--- config.mk ---
export PLATFORM = sky130hd
export DESIGN_NAME = fft_frame_feeder_flat
export DESIGN_NICKNAME = d
export VERILOG_FILES = /design/src/rtl/fft_frame_feeder_if.sv /design/src/rtl/fft_frame_feeder.sv /design/src/flat_wrapper.sv
export SDC_FILE = /design/constraint.sdc
export NUM_CORES = 1
export LEC_CHECK = 0
export CAP_MARGIN = 20
export CORE_MARGIN = 5
export CORE_UTILIZATION = 40
export DETAILED_ROUTE_END_ITERATION = 16
export PLACE_DENSITY = 0.67
export SLEW_MARGIN = 10
export SYNTH_ARGS = -nofsm -noshare
export SYNTH_HDL_FRONTEND = slang
export SYNTH_SLANG_ARGS = --single-unit
--- constraint.sdc ---
create_clock -name clk -period 11.1 [get_ports clk]
set_input_delay 2.22 -clock clk [delete_from_list [all_inputs] [get_ports clk]]
set_output_delay 2.22 -clock clk [all_outputs]
set_load 0.05 [all_outputs]
--- src/rtl/fft_frame_feeder_if.sv ---
`default_nettype none
// ============================================================================
// fft_frame_feeder_if : Avalon-ST sink bus toward the FFT core plus the
//                       per-frame side-band (fftpts / inverse).
// Revision 1.0
// ============================================================================
interface fft_frame_feeder_if #(
  parameter int DATA_W = 16,
  parameter int PTS_W  = 4
);
  logic              fft_sink_valid;
  logic              fft_sink_ready;
  logic              fft_sink_sop;
  logic              fft_sink_eop;
  logic [DATA_W-1:0] fft_sink_real;
  logic [DATA_W-1:0] fft_sink_imag;
  logic [1:0]        fft_sink_error;
  logic [PTS_W-1:0]  fft_fftpts;
  logic              fft_inverse;

  modport master (
    output fft_sink_valid, fft_sink_sop, fft_sink_eop,
    output fft_sink_real, fft_sink_imag, fft_sink_error,
    output fft_fftpts, fft_inverse,
    input  fft_sink_ready
  );

  modport slave (
    input  fft_sink_valid, fft_sink_sop, fft_sink_eop,
    input  fft_sink_real, fft_sink_imag, fft_sink_error,
    input  fft_fftpts, fft_inverse,
    output fft_sink_ready
  );
endinterface
`default_nettype wire

--- src/rtl/fft_frame_feeder.sv ---
`default_nettype none
// ============================================================================
// fft_frame_feeder : buffers a continuous complex sample stream and emits
//                    N-point frames as Avalon-ST packets to an FFT core sink.
// Revision 1.0
// ============================================================================
module fft_frame_feeder #(
  parameter int DATA_W  = 16,
  parameter int MAX_PTS = 8,
  parameter int PTS_W   = 4
) (
  input  logic               clk,
  input  logic               reset,
  input  logic               enable,
  input  logic [PTS_W-1:0]   cfg_pts,
  input  logic               cfg_inverse,
  input  logic               in_valid,
  input  logic [DATA_W-1:0]  in_real,
  input  logic [DATA_W-1:0]  in_imag,
  fft_frame_feeder_if.master sink,
  output logic               busy,
  output logic               overflow,
  input  logic               ovf_clr,
  output logic [15:0]        frame_cnt
);

  localparam int DEPTH = 2 * MAX_PTS;
  localparam int AW    = $clog2(DEPTH);
  localparam int CW    = AW + 1;

  localparam logic [CW-1:0]    FULL    = CW'(DEPTH);
  localparam logic [PTS_W-1:0] PTS_MAX = PTS_W'(MAX_PTS);
  localparam logic [PTS_W-1:0] PTS_ONE = PTS_W'(1);
  localparam logic [PTS_W-1:0] PTS_TWO = PTS_W'(2);

  localparam logic [0:0] S_IDLE = 1'b0;
  localparam logic [0:0] S_SEND = 1'b1;

  logic [2*DATA_W-1:0] mem [DEPTH];
  logic [AW-1:0]       wr_ptr;
  logic [AW-1:0]       rd_ptr;
  logic [CW-1:0]       count;

  logic [0:0]          state;
  logic [0:0]          next_state;
  logic                start;
  logic                pop;

  logic [PTS_W-1:0]    n_req;
  logic [PTS_W-1:0]    fftpts_r;
  logic                inverse_r;
  logic [PTS_W-1:0]    k;
  logic                last_word;

  logic                valid_r;
  logic                sop_r;
  logic                eop_r;
  logic [DATA_W-1:0]   real_r;
  logic [DATA_W-1:0]   imag_r;

  logic                wr_en;
  logic                drop;
  logic                out_free;

  // Anything that is not a power of two in [2, MAX_PTS] falls back to MAX_PTS.
  always_comb begin
    n_req = PTS_MAX;
    if ((cfg_pts >= PTS_TWO) && (cfg_pts <= PTS_MAX) &&
        ((cfg_pts & (cfg_pts - PTS_ONE)) == '0)) begin
      n_req = cfg_pts;
    end
  end

  assign wr_en     = in_valid && (count != FULL);
  assign drop      = in_valid && (count == FULL);
  assign out_free  = !valid_r || sink.fft_sink_ready;
  assign last_word = (k == (fftpts_r - PTS_ONE));

  always_ff @(posedge clk) begin
    if (wr_en) begin
      mem[wr_ptr] <= {in_imag, in_real};
    end
  end

  always_ff @(posedge clk) begin
    if (reset) begin
      wr_ptr <= '0;
      rd_ptr <= '0;
      count  <= '0;
    end else begin
      if (wr_en) wr_ptr <= wr_ptr + AW'(1);
      if (pop)   rd_ptr <= rd_ptr + AW'(1);
      count <= count + CW'(wr_en) - CW'(pop);
    end
  end

  always_ff @(posedge clk) begin
    if (reset) state <= S_IDLE;
    else       state <= next_state;
  end

  always_comb begin
    next_state = state;
    case (state)
      S_IDLE:  if (start)            next_state = S_SEND;
      S_SEND:  if (pop && last_word) next_state = S_IDLE;
      default:                       next_state = S_IDLE;
    endcase
  end

  // Holding off the start while a stalled word is pending keeps fftpts/inverse
  // stable under the previous frame's unaccepted eop.
  always_comb begin
    start = 1'b0;
    pop   = 1'b0;
    case (state)
      S_IDLE:  start = enable && out_free && (32'(count) >= 32'(n_req));
      S_SEND:  pop   = out_free && (count != '0);
      default: ;
    endcase
  end

  always_ff @(posedge clk) begin
    if (reset) begin
      fftpts_r  <= PTS_MAX;
      inverse_r <= 1'b0;
      k         <= '0;
    end else if (start) begin
      fftpts_r  <= n_req;
      inverse_r <= cfg_inverse;
      k         <= '0;
    end else if (pop) begin
      k         <= k + PTS_ONE;
    end
  end

  always_ff @(posedge clk) begin
    if (reset) begin
      valid_r <= 1'b0;
      sop_r   <= 1'b0;
      eop_r   <= 1'b0;
      real_r  <= '0;
      imag_r  <= '0;
    end else if (pop) begin
      valid_r          <= 1'b1;
      sop_r            <= (k == '0);
      eop_r            <= last_word;
      {imag_r, real_r} <= mem[rd_ptr];
    end else if (sink.fft_sink_ready) begin
      valid_r <= 1'b0;
    end
  end

  always_ff @(posedge clk) begin
    if (reset) begin
      overflow  <= 1'b0;
      frame_cnt <= '0;
    end else begin
      if (drop)         overflow <= 1'b1;
      else if (ovf_clr) overflow <= 1'b0;
      if (valid_r && sink.fft_sink_ready && eop_r) begin
        frame_cnt <= frame_cnt + 16'd1;
      end
    end
  end

  assign busy                = (state == S_SEND) || valid_r;
  assign sink.fft_sink_valid = valid_r;
  assign sink.fft_sink_sop   = sop_r;
  assign sink.fft_sink_eop   = eop_r;
  assign sink.fft_sink_real  = real_r;
  assign sink.fft_sink_imag  = imag_r;
  assign sink.fft_sink_error = 2'b00;
  assign sink.fft_fftpts     = fftpts_r;
  assign sink.fft_inverse    = inverse_r;

endmodule
`default_nettype wire

--- src/flat_wrapper.sv ---
// flat-port wrapper written by rule: the top's interface ports become plain ports
module fft_frame_feeder_flat 
#(
  parameter int DATA_W  = 16,
  parameter int MAX_PTS = 8,
  parameter int PTS_W   = 4
)
  (clk, reset, enable, cfg_pts, cfg_inverse, in_valid, in_real, in_imag, busy, overflow, ovf_clr, frame_cnt, sink_fft_sink_valid, sink_fft_sink_sop, sink_fft_sink_eop, sink_fft_sink_real, sink_fft_sink_imag, sink_fft_sink_error, sink_fft_fftpts, sink_fft_inverse, sink_fft_sink_ready);
  fft_frame_feeder_if #(.DATA_W(DATA_W), .PTS_W(PTS_W)) sink_i ();
  input  logic clk;
  input  logic reset;
  input  logic enable;
  input  logic [PTS_W-1:0] cfg_pts;
  input  logic cfg_inverse;
  input  logic in_valid;
  input  logic [DATA_W-1:0] in_real;
  input  logic [DATA_W-1:0] in_imag;
  output logic busy;
  output logic overflow;
  input  logic ovf_clr;
  output logic [15:0] frame_cnt;
  output wire logic [$bits(sink_i.fft_sink_valid)-1:0] sink_fft_sink_valid;
  output wire logic [$bits(sink_i.fft_sink_sop)-1:0] sink_fft_sink_sop;
  output wire logic [$bits(sink_i.fft_sink_eop)-1:0] sink_fft_sink_eop;
  output wire logic [$bits(sink_i.fft_sink_real)-1:0] sink_fft_sink_real;
  output wire logic [$bits(sink_i.fft_sink_imag)-1:0] sink_fft_sink_imag;
  output wire logic [$bits(sink_i.fft_sink_error)-1:0] sink_fft_sink_error;
  output wire logic [$bits(sink_i.fft_fftpts)-1:0] sink_fft_fftpts;
  output wire logic [$bits(sink_i.fft_inverse)-1:0] sink_fft_inverse;
  input wire logic [$bits(sink_i.fft_sink_ready)-1:0] sink_fft_sink_ready;
  assign sink_fft_sink_valid = sink_i.fft_sink_valid;
  assign sink_fft_sink_sop = sink_i.fft_sink_sop;
  assign sink_fft_sink_eop = sink_i.fft_sink_eop;
  assign sink_fft_sink_real = sink_i.fft_sink_real;
  assign sink_fft_sink_imag = sink_i.fft_sink_imag;
  assign sink_fft_sink_error = sink_i.fft_sink_error;
  assign sink_fft_fftpts = sink_i.fft_fftpts;
  assign sink_fft_inverse = sink_i.fft_inverse;
  assign sink_i.fft_sink_ready = sink_fft_sink_ready;
  fft_frame_feeder #(.DATA_W(DATA_W), .MAX_PTS(MAX_PTS), .PTS_W(PTS_W)) u_core (.clk(clk), .reset(reset), .enable(enable), .cfg_pts(cfg_pts), .cfg_inverse(cfg_inverse), .in_valid(in_valid), .in_real(in_real), .in_imag(in_imag), .sink(sink_i), .busy(busy), .overflow(overflow), .ovf_clr(ovf_clr), .frame_cnt(frame_cnt));
endmodule
==> impl_results.md <==
- Worst-Margin Slew: roughly 1.1 ns
- Detail Route Antenna Nets: 0
- CP required: 11.56 ns
- Rows: 87
- Worst reg2reg startpoint: u_core.count[3]
- Setup violations, final: 0
- Critical path's largest stage delay: 0.56 ns
- Placed Area: between 0.02 and 0.025 mm2
- Half-perimeter wire length after placement: roughly 26 mm
- Post-synthesis sequential area ratio: between 70% and 80%
- Top delay family on crit path: buffers and inverters
- Width of the die: around 250 um
- Pre-Repair DR Iteration Count: 5
- Async SR Flop Fraction: 0%
- Nets: 1,311
- Critical Path Source Type: input port
- DIE AREA: 0.0617 mm2
- Pin count of the biggest net entering global routing: 104
- Worst-Skew Late Latency: 0.62 ns
- Port Buffers: 100
- Pint: 3.92 mW
- First-pass GRT wire length: 70.0 mm
- Synth area leaders: edfxtp_1, mux4_2, dfxtp_1
- Peak VDD IR: 128 uV
- Seq pwr share: 49.3%
- Post-synth EDFFs: ~500
- TritonCTS clock tree: done
- Syn_area_per_cell: 20.2 um2
- Yosys top cell area share: slightly below 70%
- Final Hold Vio Count: 0
- Top cell by count, worst path: inv_1
- Clock share of power: 38.0%
- CTS sink cnt: around 600
- Initial antenna violation count: 0
- Initial DRC count: 768
- Fin crit share: 42.5%
- Vias/cell: 5.25
- Sw frac: 24.3%
- Switching Power: between 1 and 1.5 mW
- Yosys top cell by area: edfxtp_1
- WL/cell: 22.3 um
- Vias in the first global route: 11,400
- Max cap viols: 0
- CP max-delay cell: clkdlybuf4s50_1
- DR DRC count: 0
- Setup Buffers After CTS: 0
- Drt total wl: 45.8 mm
- Final instance area: 0.0267 mm2
- Setup Total Neg Slack: 0 ns
- Logic pwr share: 12.7%
- Synth warnings: 0
- Worst EP arrival: 5.17 ns
- Core Area: 0.0563 mm2
- Status: completed
- CTS Buffer Depth: 3
- Commonest non-fill, non-tap cells in the layout: edfxtp_1, mux4_2, clkdlybuf4s50_1
- CP Buf/Inv Count: 5
- RSZ-0062 raised after global routing: no
- Number of diodes: 0
- Die height: 248 um
- CTS H-tree depth: 2
- Max-slew headroom: 29.1%
- Worst hold path type: register to register
- Clock skew: 0.0140 ns
- Most common cell after layout, fill and taps aside: edfxtp_1
- Power Dens Cells: 194 mW/mm2
- Yosys cell types: 42
- I/O pin total: approximately 100
- Leak pwr: 8.22 nW
- Worst Hold Launch: u_core.sink.fft_inverse
- Vias: 10,800
- CP Class: input port to register
- Final Critical Period: 4.71 ns
- Overflow after GRT: 0
- CTS Buf Count: 58
- Hold_buf cts: 0
- Clock slew at reported path FFs: 0.06 ns
- CTS-repair resized insts: 0
- Mapped cell area: 0.0227 mm2
- Peak Freq: 0.212 GHz
- CP max FO: 22
- CP endpoint kind: register
- #FFs+latches synth: roughly 590
- Crit path cell chain: clkdlybuf4s50_1 -> nand2b_1 -> nand3_1 -> inv_2 -> ha_1 -> inv_1 -> ha_1 -> inv_1 -> fa_1 -> inv_1 -> a21oi_1 -> nor2_1 -> or3_1 -> a21oi_1
- GPL Wtd Cong: 0.739
- Ys flop type: edfxtp_1
- Total GRT Usage: between 10% and 20%
- Layout cells sized above 1: 25.2%
- Gate Count Post-Synth: 1,123
- CP startpoint: sink_fft_sink_ready
- Max-slew violations: 0
- Starting density of the core: about two fifths
- Root Buffer: clkbuf_16
- Area Growth Syn to Fin: 17.4%
-- worst register-to-register path, cell delays in order (launching register included) --
cell,delay (ns)
dfxtp_1,0.34
inv_1,0.09
ha_1,0.16
or4b_1,0.50
nand3_1,0.26
inv_2,0.30
ha_1,0.38
inv_1,0.04
ha_1,0.18
inv_1,0.08
fa_1,0.21
inv_1,0.05
a21oi_1,0.14
nor2_1,0.07
or3_1,0.34
a21oi_1,0.14
-- Yosys cell counts, types with 10 or more instances --
cell / instances
edfxtp_1: 512
mux4_2: 128
dfxtp_1: 75
mux2_2: 64
nor2_1: 46
clkbuf_1: 40
nor3b_1: 33
a221o_1: 32
ha_1: 19
nand2_1: 19
xor2_1: 17
inv_1: 16
nor3_1: 15
xnor2_1: 15
a21oi_1: 12
buf_6: 10
nand3_1: 10
-- worst paths after layout --
check,end,slack (ns),depth (start not counted)
worst min register to register,u_core.sink.fft_inverse,0.47,2
worst min-delay path,u_core.sink.fft_inverse,0.47,2
worst max-delay path,u_core.count[4],6.39,14
worst max register to register,u_core.count[4],7.75,15
-- final cells by class --
| type | count | area [um2] |
|---|---|---|
| fill | 4622 | 29600 |
| sequential | 587 | 16900 |
| multi-input combinational | 459 | 5580 |
| clock buffer | 73 | 1530 |
| timing repair buffer | 125 | 1260 |
| tap | 756 | 946 |
| clock inverter | 36 | 415 |
| inverter | 17 | 63.8 |
-- stage by stage --
step / util [%] / std cells / hold WS [ns] / worst slack [ns] / power, mW
2_1_floorplan: - / 1125 / 0.466 / 5.65 / 3.04
3_3_place_gp: 43.8 / 1940 / 0.464 / 5.42 / 3.25
3_5_place_dp: 43.8 / 1941 / 0.467 / 5.32 / 3.26
4_1_cts: 47.3 / 2050 / 0.480 / 5.99 / 5.23
5_1_grt: 47.4 / 2053 / 0.525 / 6.21 / 5.38
6_report: 47.4 / 2053 / 0.474 / 6.39 / 5.18
-- layer usage --
metal	wire (um)	GRT usage (%)	part of all wire, %
met1	19700	19.8	43
met2	23100	25.4	50
met3	2270	3.12	5.0
met4	750	3.33	1.6
met5	0	0	0
-- power by group through the flow --
stage | Combinational [mW] | Clock (mW) | Sequential [mW]
floorplan | 0.373 | 0 | 2.66
global placement | 0.650 | 0 | 2.60
detailed placement | 0.657 | 0 | 2.60
CTS | 0.662 | 2.02 | 2.56
global route | 0.709 | 2.11 | 2.56
finish | 0.657 | 1.97 | 2.55
-- cells by family after synthesis --
logic type / Yosys count / synth area share (%)
flip-flops: 587 / 74.3
multiplexers: 196 / 16.0
AND/OR/NAND/NOR: 155 / 3.67
buffers and inverters: 79 / 1.71
AO/OA/AOI/OAI: 53 / 1.92
XOR/XNOR: 32 / 1.23
adder cells (fa/ha/maj): 20 / 1.13
other: 1 / 0.0165
-- sequential cells by signal, indices dropped and copies added (netlist names) --
name / flops
u_core.k: 4
u_core.count: 5
u_core.wr_ptr: 4
u_core.frame_cnt: 16
u_core.sink.fft_sink_real: 16
u_core.sink.fft_sink_eop: 1
u_core.sink.fft_fftpts: 4
u_core.sink.fft_sink_valid: 1
u_core.state: 1
u_core.mem: 512
u_core.overflow: 1
u_core.sink.fft_inverse: 1
u_core.sink.fft_sink_sop: 1
u_core.sink.fft_sink_imag: 16
u_core.rd_ptr: 4
(Power assumes the default switching activity.)
